[config.mk]
export PLATFORM = sky130hd
export DESIGN_NAME = supervision_scanout
export DESIGN_NICKNAME = d
export VERILOG_FILES = /design/src/rtl/pocket_video_pkg.sv /design/src/rtl/video_timing_gen.sv /design/src/rtl/supervision_scanout.sv
export SDC_FILE = /design/constraint.sdc
export NUM_CORES = 1
export LEC_CHECK = 0
export ABC_AREA = 1
export BUFFER_PORTS_ARGS = -buffer_cell sky130_fd_sc_hd__buf_2
export CORE_MARGIN = 3
export CORE_UTILIZATION = 30
export CTS_CLUSTER_DIAMETER = 40
export DETAILED_ROUTE_END_ITERATION = 8
export GPL_ROUTABILITY_DRIVEN = 0
export GPL_TIMING_DRIVEN = 0
export PLACE_DENSITY = 0.5
export SLEW_MARGIN = 15
export SYNTH_ARGS = -nofsm -noshare
export SYNTH_HDL_FRONTEND = slang
export SYNTH_HIERARCHICAL = 1
export SYNTH_SLANG_ARGS = --single-unit
[constraint.sdc]
create_clock -name iPCLK -period 3.8 [get_ports iPCLK]
set_input_delay 0.19 -clock iPCLK [delete_from_list [all_inputs] [get_ports iPCLK]]
set_output_delay 0.19 -clock iPCLK [all_outputs]
set_load 0.005 [all_outputs]
[src/rtl/pocket_video_pkg.sv]
`default_nettype none
// +----------------------------------------------------------------------+
// | Module : pocket_video_pkg                                            |
// | Brief  : Shared timing constants, VRAM geometry and the shade        |
// |          palette for the pocket LCD scan-out path.                   |
// | Rev    : 1.0  initial release                                        |
// +----------------------------------------------------------------------+
package pocket_video_pkg;

  // Horizontal timing in pixel clocks
  localparam int H_ACTIVE     = 160;
  localparam int H_FP         = 8;
  localparam int H_SYNC       = 4;
  localparam int H_BP         = 28;
  localparam int H_TOTAL      = H_ACTIVE + H_FP + H_SYNC + H_BP;
  localparam int H_SYNC_START = H_ACTIVE + H_FP;
  localparam int H_SYNC_END   = H_SYNC_START + H_SYNC;

  // Vertical timing in lines
  localparam int V_ACTIVE     = 160;
  localparam int V_FP         = 4;
  localparam int V_SYNC       = 2;
  localparam int V_BP         = 34;
  localparam int V_TOTAL      = V_ACTIVE + V_FP + V_SYNC + V_BP;
  localparam int V_SYNC_START = V_ACTIVE + V_FP;
  localparam int V_SYNC_END   = V_SYNC_START + V_SYNC;

  // Four 2-bit pixels per byte, 160 pixels per line
  localparam int VRAM_LINE_BYTES = 40;
  localparam int VRAM_AW         = 13;

  typedef logic [1:0] shade_t;

  // Shade 0 is the lightest (panel white), shade 3 is black
  localparam logic [3:0][23:0] SHADE_RGB = {
    24'h000000,   // shade 3
    24'h555555,   // shade 2
    24'hAAAAAA,   // shade 1
    24'hFFFFFF    // shade 0
  };

  function automatic logic [23:0] shade_to_rgb(input shade_t i_shade);
    return SHADE_RGB[i_shade];
  endfunction

endpackage
`default_nettype wire

[src/rtl/video_timing_gen.sv]
`default_nettype none
// +----------------------------------------------------------------------+
// | Module : video_timing_gen                                            |
// | Brief  : Free-running h/v raster counters with active, sync and      |
// |          frame-start decode (all combinational from the counters).   |
// | Rev    : 1.0  initial release                                        |
// +----------------------------------------------------------------------+
module video_timing_gen
  import pocket_video_pkg::*;
(
  input  logic       i_pclk,
  input  logic       i_rst_n,
  output logic [7:0] o_h,
  output logic [7:0] o_v,
  output logic       o_active,
  output logic       o_hsync,
  output logic       o_vsync,
  output logic       o_frame_start
);

  logic [7:0] r_h;
  logic [7:0] r_v;
  logic       w_h_wrap;
  logic       w_v_wrap;

  assign w_h_wrap = (r_h == 8'(H_TOTAL - 1));
  assign w_v_wrap = (r_v == 8'(V_TOTAL - 1));

  // Raster position: h every clock, v on h wrap, both wrap at end of frame
  always_ff @(posedge i_pclk or negedge i_rst_n) begin
    if (!i_rst_n) begin
      r_h <= '0;
      r_v <= '0;
    end else if (w_h_wrap) begin
      r_h <= '0;
      r_v <= w_v_wrap ? '0 : r_v + 8'd1;
    end else begin
      r_h <= r_h + 8'd1;
    end
  end

  assign o_h           = r_h;
  assign o_v           = r_v;
  assign o_active      = (r_h < 8'(H_ACTIVE)) && (r_v < 8'(V_ACTIVE));
  assign o_hsync       = (r_h >= 8'(H_SYNC_START)) && (r_h < 8'(H_SYNC_END));
  assign o_vsync       = (r_v >= 8'(V_SYNC_START)) && (r_v < 8'(V_SYNC_END));
  assign o_frame_start = (r_h == 8'd0) && (r_v == 8'd0);

endmodule
`default_nettype wire

[src/rtl/supervision_scanout.sv]
`default_nettype none
// +----------------------------------------------------------------------+
// | Module : supervision_scanout                                         |
// | Brief  : 2bpp VRAM scan-out. Stage 0 issues byte fetches from the    |
// |          raster position, stage 1 unpacks the returned byte, stage   |
// |          2 registers palette colour and the aligned sync/DE/frame.   |
// | Rev    : 1.0  initial release                                        |
// +----------------------------------------------------------------------+
module supervision_scanout
  import pocket_video_pkg::*;
(
  input  logic                 iPCLK,
  input  logic                 iRST_N,
  input  logic                 iENABLE,
  input  logic [7:0]           iVRAM_DATA,
  output logic [VRAM_AW-1:0]   oVRAM_ADDR,
  output logic                 oVRAM_RD,
  output logic [23:0]          oRGB,
  output logic                 oHS,
  output logic                 oVS,
  output logic                 oDE,
  output logic                 oFRAME
);

  // ---------------- stage 0: raster position and fetch ----------------
  logic [7:0]         w_h;
  logic [7:0]         w_v;
  logic               w_active;
  logic               w_hsync;
  logic               w_vsync;
  logic               w_frame_start;
  logic               w_fetch;
  logic [VRAM_AW-1:0] w_v_ext;
  logic [VRAM_AW-1:0] w_fetch_addr;
  logic [VRAM_AW-1:0] r_addr_hold;

  video_timing_gen u_timing (
    .i_pclk        (iPCLK),
    .i_rst_n       (iRST_N),
    .o_h           (w_h),
    .o_v           (w_v),
    .o_active      (w_active),
    .o_hsync       (w_hsync),
    .o_vsync       (w_vsync),
    .o_frame_start (w_frame_start)
  );

  // The counters rest at h=0,v=0 (an active fetch slot) while held in
  // reset, so the strobe is qualified by reset to keep it low there.
  assign w_fetch      = iRST_N && w_active && (w_h[1:0] == 2'b00);
  assign w_v_ext      = {5'd0, w_v};
  assign w_fetch_addr = (w_v_ext * VRAM_AW'(VRAM_LINE_BYTES)) + {7'd0, w_h[7:2]};

  // Remember the last issued address so the bus is stable between fetches
  always_ff @(posedge iPCLK or negedge iRST_N) begin
    if (!iRST_N)      r_addr_hold <= '0;
    else if (w_fetch) r_addr_hold <= w_fetch_addr;
  end

  assign oVRAM_ADDR = w_fetch ? w_fetch_addr : r_addr_hold;
  assign oVRAM_RD   = w_fetch;

  // ---------------- stage 1: byte capture and unpack ----------------
  logic       r_s1_active;
  logic       r_s1_fetch;
  logic [1:0] r_s1_pix;
  logic       r_s1_en;
  logic       r_s1_hs;
  logic       r_s1_vs;
  logic       r_s1_frame;
  logic [7:0] r_byte;
  logic [7:0] w_byte;
  shade_t     w_shade;

  // Carry the stage-0 decode one cycle forward, sampling iENABLE here
  always_ff @(posedge iPCLK or negedge iRST_N) begin
    if (!iRST_N) begin
      r_s1_active <= 1'b0;
      r_s1_fetch  <= 1'b0;
      r_s1_pix    <= 2'd0;
      r_s1_en     <= 1'b0;
      r_s1_hs     <= 1'b0;
      r_s1_vs     <= 1'b0;
      r_s1_frame  <= 1'b0;
    end else begin
      r_s1_active <= w_active;
      r_s1_fetch  <= w_fetch;
      r_s1_pix    <= w_h[1:0];
      r_s1_en     <= iENABLE;
      r_s1_hs     <= w_hsync;
      r_s1_vs     <= w_vsync;
      r_s1_frame  <= w_frame_start;
    end
  end

  // Latch the VRAM byte on the cycle it returns, for pixels 1..3
  always_ff @(posedge iPCLK or negedge iRST_N) begin
    if (!iRST_N)         r_byte <= '0;
    else if (r_s1_fetch) r_byte <= iVRAM_DATA;
  end

  // Pixel 0 takes the byte straight off the bus as it is being latched
  assign w_byte = r_s1_fetch ? iVRAM_DATA : r_byte;

  // Leftmost pixel sits in the LSBs; a disabled display shows shade 0
  always_comb begin
    w_shade = 2'b00;
    if (r_s1_en) begin
      case (r_s1_pix)
        2'd0:    w_shade = w_byte[1:0];
        2'd1:    w_shade = w_byte[3:2];
        2'd2:    w_shade = w_byte[5:4];
        default: w_shade = w_byte[7:6];
      endcase
    end
  end

  // ---------------- stage 2: palette and aligned outputs ----------------
  logic [23:0] r_rgb;
  logic        r_hs;
  logic        r_vs;
  logic        r_de;
  logic        r_frame;

  // Colour is forced to black outside the active area
  always_ff @(posedge iPCLK or negedge iRST_N) begin
    if (!iRST_N) begin
      r_rgb   <= '0;
      r_hs    <= 1'b0;
      r_vs    <= 1'b0;
      r_de    <= 1'b0;
      r_frame <= 1'b0;
    end else begin
      r_rgb   <= r_s1_active ? shade_to_rgb(w_shade) : 24'h000000;
      r_hs    <= r_s1_hs;
      r_vs    <= r_s1_vs;
      r_de    <= r_s1_active;
      r_frame <= r_s1_frame;
    end
  end

  assign oRGB   = r_rgb;
  assign oHS    = r_hs;
  assign oVS    = r_vs;
  assign oDE    = r_de;
  assign oFRAME = r_frame;

endmodule
`default_nettype wire

==> results by group <==
Status
  • Status: finished clean

Synth
  • Post-synth EDFFs: 0
  • Fraction of registers with async set/reset: 1.00
  • Syn Nets: 389
  • Top FF cell, synth: dfrtp_1
  • Syn Std Cell Area: between 2000 and 3000 um^2
  • Post-synth cell types: 31
  • Flip-flop and latch count after synthesis: roughly 50
  • Synth warn: 6
  • Mapped Cells: 357
  • Syn avg cell area: 8.31 um^2
  • Post-synthesis sequential area ratio: 0.430

Placed design
  • Post-detail-place hpwl: 4670 um
  • Place WS: 1.14 ns
  • I/O Buffers: 52

Cells and area
  • Layout area overhead: 18.2%
  • Share of cells above drive strength 1: 0.258
  • Area of the multi-input gates: 1310 um^2
  • Total inserted antenna cells: 0
  • # fillers: 989
  • # nets final: 450
  • Register area: 1280 um^2

Timing
  • Rel. slew slack: 0.566
  • Final period util: 0.788
  • Fmax: 334 MHz
  • Max-slew violation count: 0
  • Worst-Margin Slew: 0.651 ns
  • Fin Setup TNS: 0 ns
  • RSZ-0062 raised after global routing: false
  • Fin. Hold Viols: 0
  • Final min period: 2.99 ns
  • Post-route setup slack: 0.807 ns
  • Final setup viols: 0
  • Clock Skew: 0.0166 ns
  • Final hold slack: about 0.11 ns

Clock tree
  • Root Driver: clkbuf_8
  • Clock transition at the registers of the reported paths: 0.11 ns
  • Clock Latency Late Sink: 0.31 ns
  • Sink Count: 51
  • Post-CTS setup buffer count: 0
  • H-tree levels: 2
  • Total CTS buffers: 5
  • CTS Buffer Depth: 2
  • CTS resizes: 0
  • CTS tree: built

Power and ir drop
  • PD cells: about 280 nW/um^2
  • Sequential power share: 0.578
  • Peak supply drop: roughly 0.00014 V
  • Sw frac: 0.246
  • Internal Power: approximately 0.73 mW
  • Combinational Power Share: 0.082
  • Power share of the clock group: 0.340
  • Switching Power: around 0.24 mW
  • Leak: 1.78 nW

Floorplan
  • Initial core utilization: 0.315
  • Die height: 105 um
  • Ports: 53
  • Core Area: approximately 9400 um^2
  • # rows: 35
  • Die W: 105 um
  • Die area: 11100 um^2

Worst setup path
  • Reg2Reg Capture Point: r_addr_hold[12]$_DFF_PN0_
  • Largest fanout on the critical path: 7
  • Critical Path RT: around 3.6 ns
  • Critical Path AT: 2.80 ns
  • CP cell instances: ha_1 -> ha_1 -> inv_1 -> fa_1 -> nor2_1 -> nand3_2 -> nor2_2 -> nand2_2 -> nor2_2 -> nand2_1 -> nand2_1 -> nand3_1 -> nand2_1 -> buf_2
  • Max incr delay on CP: roughly 0.50 ns
  • Worst setup endpoint: oVRAM_ADDR[12]
  • Crit start category: register
  • Crit-path slowest cell: dfrtp_1
  • FF-to-FF setup slack: between 1 and 1.5 ns
  • Worst reg2reg path startpoint: u_timing/o_v[1]$_DFFE_PN0N_
  • Endpoint class of the critical path: output pin
  • Most frequent CP cell: nand2_1
  • Critical path class: reg -> out
  • Crit path from: u_timing/o_v[1]$_DFFE_PN0N_
  • Worst Reg-to-Reg Cells: 12

Global routing
  • First-pass GRT wire length: 10600 um
  • Vias in the first global route: 2276
  • Total GRT Usage: 0.114
  • Largest net degree at the start of global routing: 53
  • Initial antenna violation count: 0
  • Total grt overflow: 0

Drt
  • Drt pass-1 iters: 4
  • DR iter-0 viols: slightly above 80
  • Routed wire per std cell: approximately 11 um
  • Antenna Nets Post-Route: 0
  • Vias per cell: 4.24
  • Drt total wl: 6040 um
  • # DRC: 0
  • Vias: 2323

Job
  • Max_cap viols: 0

Hold path
  • Hold Path Class: in -> reg
  • Hold path depth: 3
[state kept, by name, summed over array words and instances (netlist names), 2 cells and up]
signal	count
r_addr_hold	13
r_byte	8
u_timing/o_h	8
u_timing/o_v	8
oRGB	2
r_s1_pix	2
[final cells by class]
type / instances / share of cell area
plain buffers: 26 / 0.0596
repair buffers: 54 / 0.0806
clock inverters: 3 / 0.00785
multi-input cells: 234 / 0.373
flip-flops and latches: 51 / 0.364
well taps: 129 / 0.0460
inverters: 46 / 0.0492
clock buffers: 5 / 0.0196
[timing repair]
action	CTS	global route
hold buffers	2	0
endpoints found under the hold margin	52	0
endpoints found under the setup margin	0	0
[per-layer routing]
| layer | vias up | share of wire | global-route usage |
|---|---|---|---|
| met5 | - | 0 | 0 |
| met4 | 0 | 0.0076 | 0.0225 |
| li1 | 1234 | - | - |
| met2 | 34 | 0.46 | 0.181 |
| met1 | 1049 | 0.50 | 0.161 |
| met3 | 6 | 0.030 | 0.0233 |
[cells by family after synthesis]
| logic type | share of synthesized area |
|---|---|
| compound gates | 0.0460 |
| xor+xnor | 0.0295 |
| fa+ha+maj | 0.0936 |
| buf+inv | 0.129 |
| flops | 0.430 |
| mux | 0.00337 |
| simple gates | 0.269 |
[Yosys cell counts (all sizes together), types with 6 or more instances]
| cell type | instances | area [um^2] |
|---|---|---|
| nand2 | 106 | 415 |
| dfrtp | 51 | 1280 |
| inv | 46 | 173 |
| nand3 | 31 | 170 |
| nor2 | 26 | 115 |
| buf | 25 | 195 |
| ha | 19 | 238 |
| o21ai | 16 | 87.6 |
| nand4 | 8 | 50.1 |
| xor2 | 8 | 70.1 |
| a21oi | 6 | 30.0 |
[power groups by stage]
stage / clock network (mW) / registers, mW / logic (mW)
2_1_floorplan: 0 / 0.572 / 0.0400
3_3_place_gp: 0 / 0.572 / 0.0797
3_5_place_dp: 0 / 0.573 / 0.0808
4_1_cts: 0.349 / 0.562 / 0.0830
5_1_grt: 0.370 / 0.564 / 0.0905
6_report: 0.331 / 0.562 / 0.0795
[worst max-delay path: cells and delay by family (launching register included)]
kind	cells	cell delay, ns
adder cells (fa/ha/maj)	3	1.02
AND/OR/NAND/NOR	9	0.79
flip-flops	1	0.50
buffers and inverters	2	0.19
[cell usage in the layout, fill, tap and decap left out, drive strengths merged, types with 2 or more instances in the layout]
cell type	count
nand3	31
clkbuf	6
a21oi	6
nor2	26
xnor2	2
nor4	2
or2	2
dlygate4sd3	2
buf	77
xor2	8
nand2	106
o21ai	16
inv	47
ha	19
dfrtp	51
fa	2
nand4	8
[metrics by stage]
step	instance area (um^2)	cells	power, mW	utilization
floorplan	2970	357	0.612	-
finish	3510	548	0.972	0.373
detailed placement	3390	538	0.653	0.360
CTS	3510	548	0.994	0.373
global route	3510	548	1.02	0.373
global placement	3390	538	0.652	0.360
[how the worst min path moves through the flow]
stage	from	end	slack [ns]
2_1_floorplan	iRST_N	oDE$_DFF_PN0_	-0.11
3_3_place_gp	iENABLE	r_s1_en$_DFF_PN0_	0.30
3_5_place_dp	iRST_N	u_timing/o_v[4]$_DFFE_PN0N_	0.28
4_1_cts	iVRAM_DATA[1]	r_byte[1]$_DFF_PN0_	0.11
5_1_grt	iVRAM_DATA[5]	r_byte[5]$_DFF_PN0_	0.10
6_report	iVRAM_DATA[4]	r_byte[4]$_DFF_PN0_	0.11
Note: power is estimated with default switching activity, not from simulation.
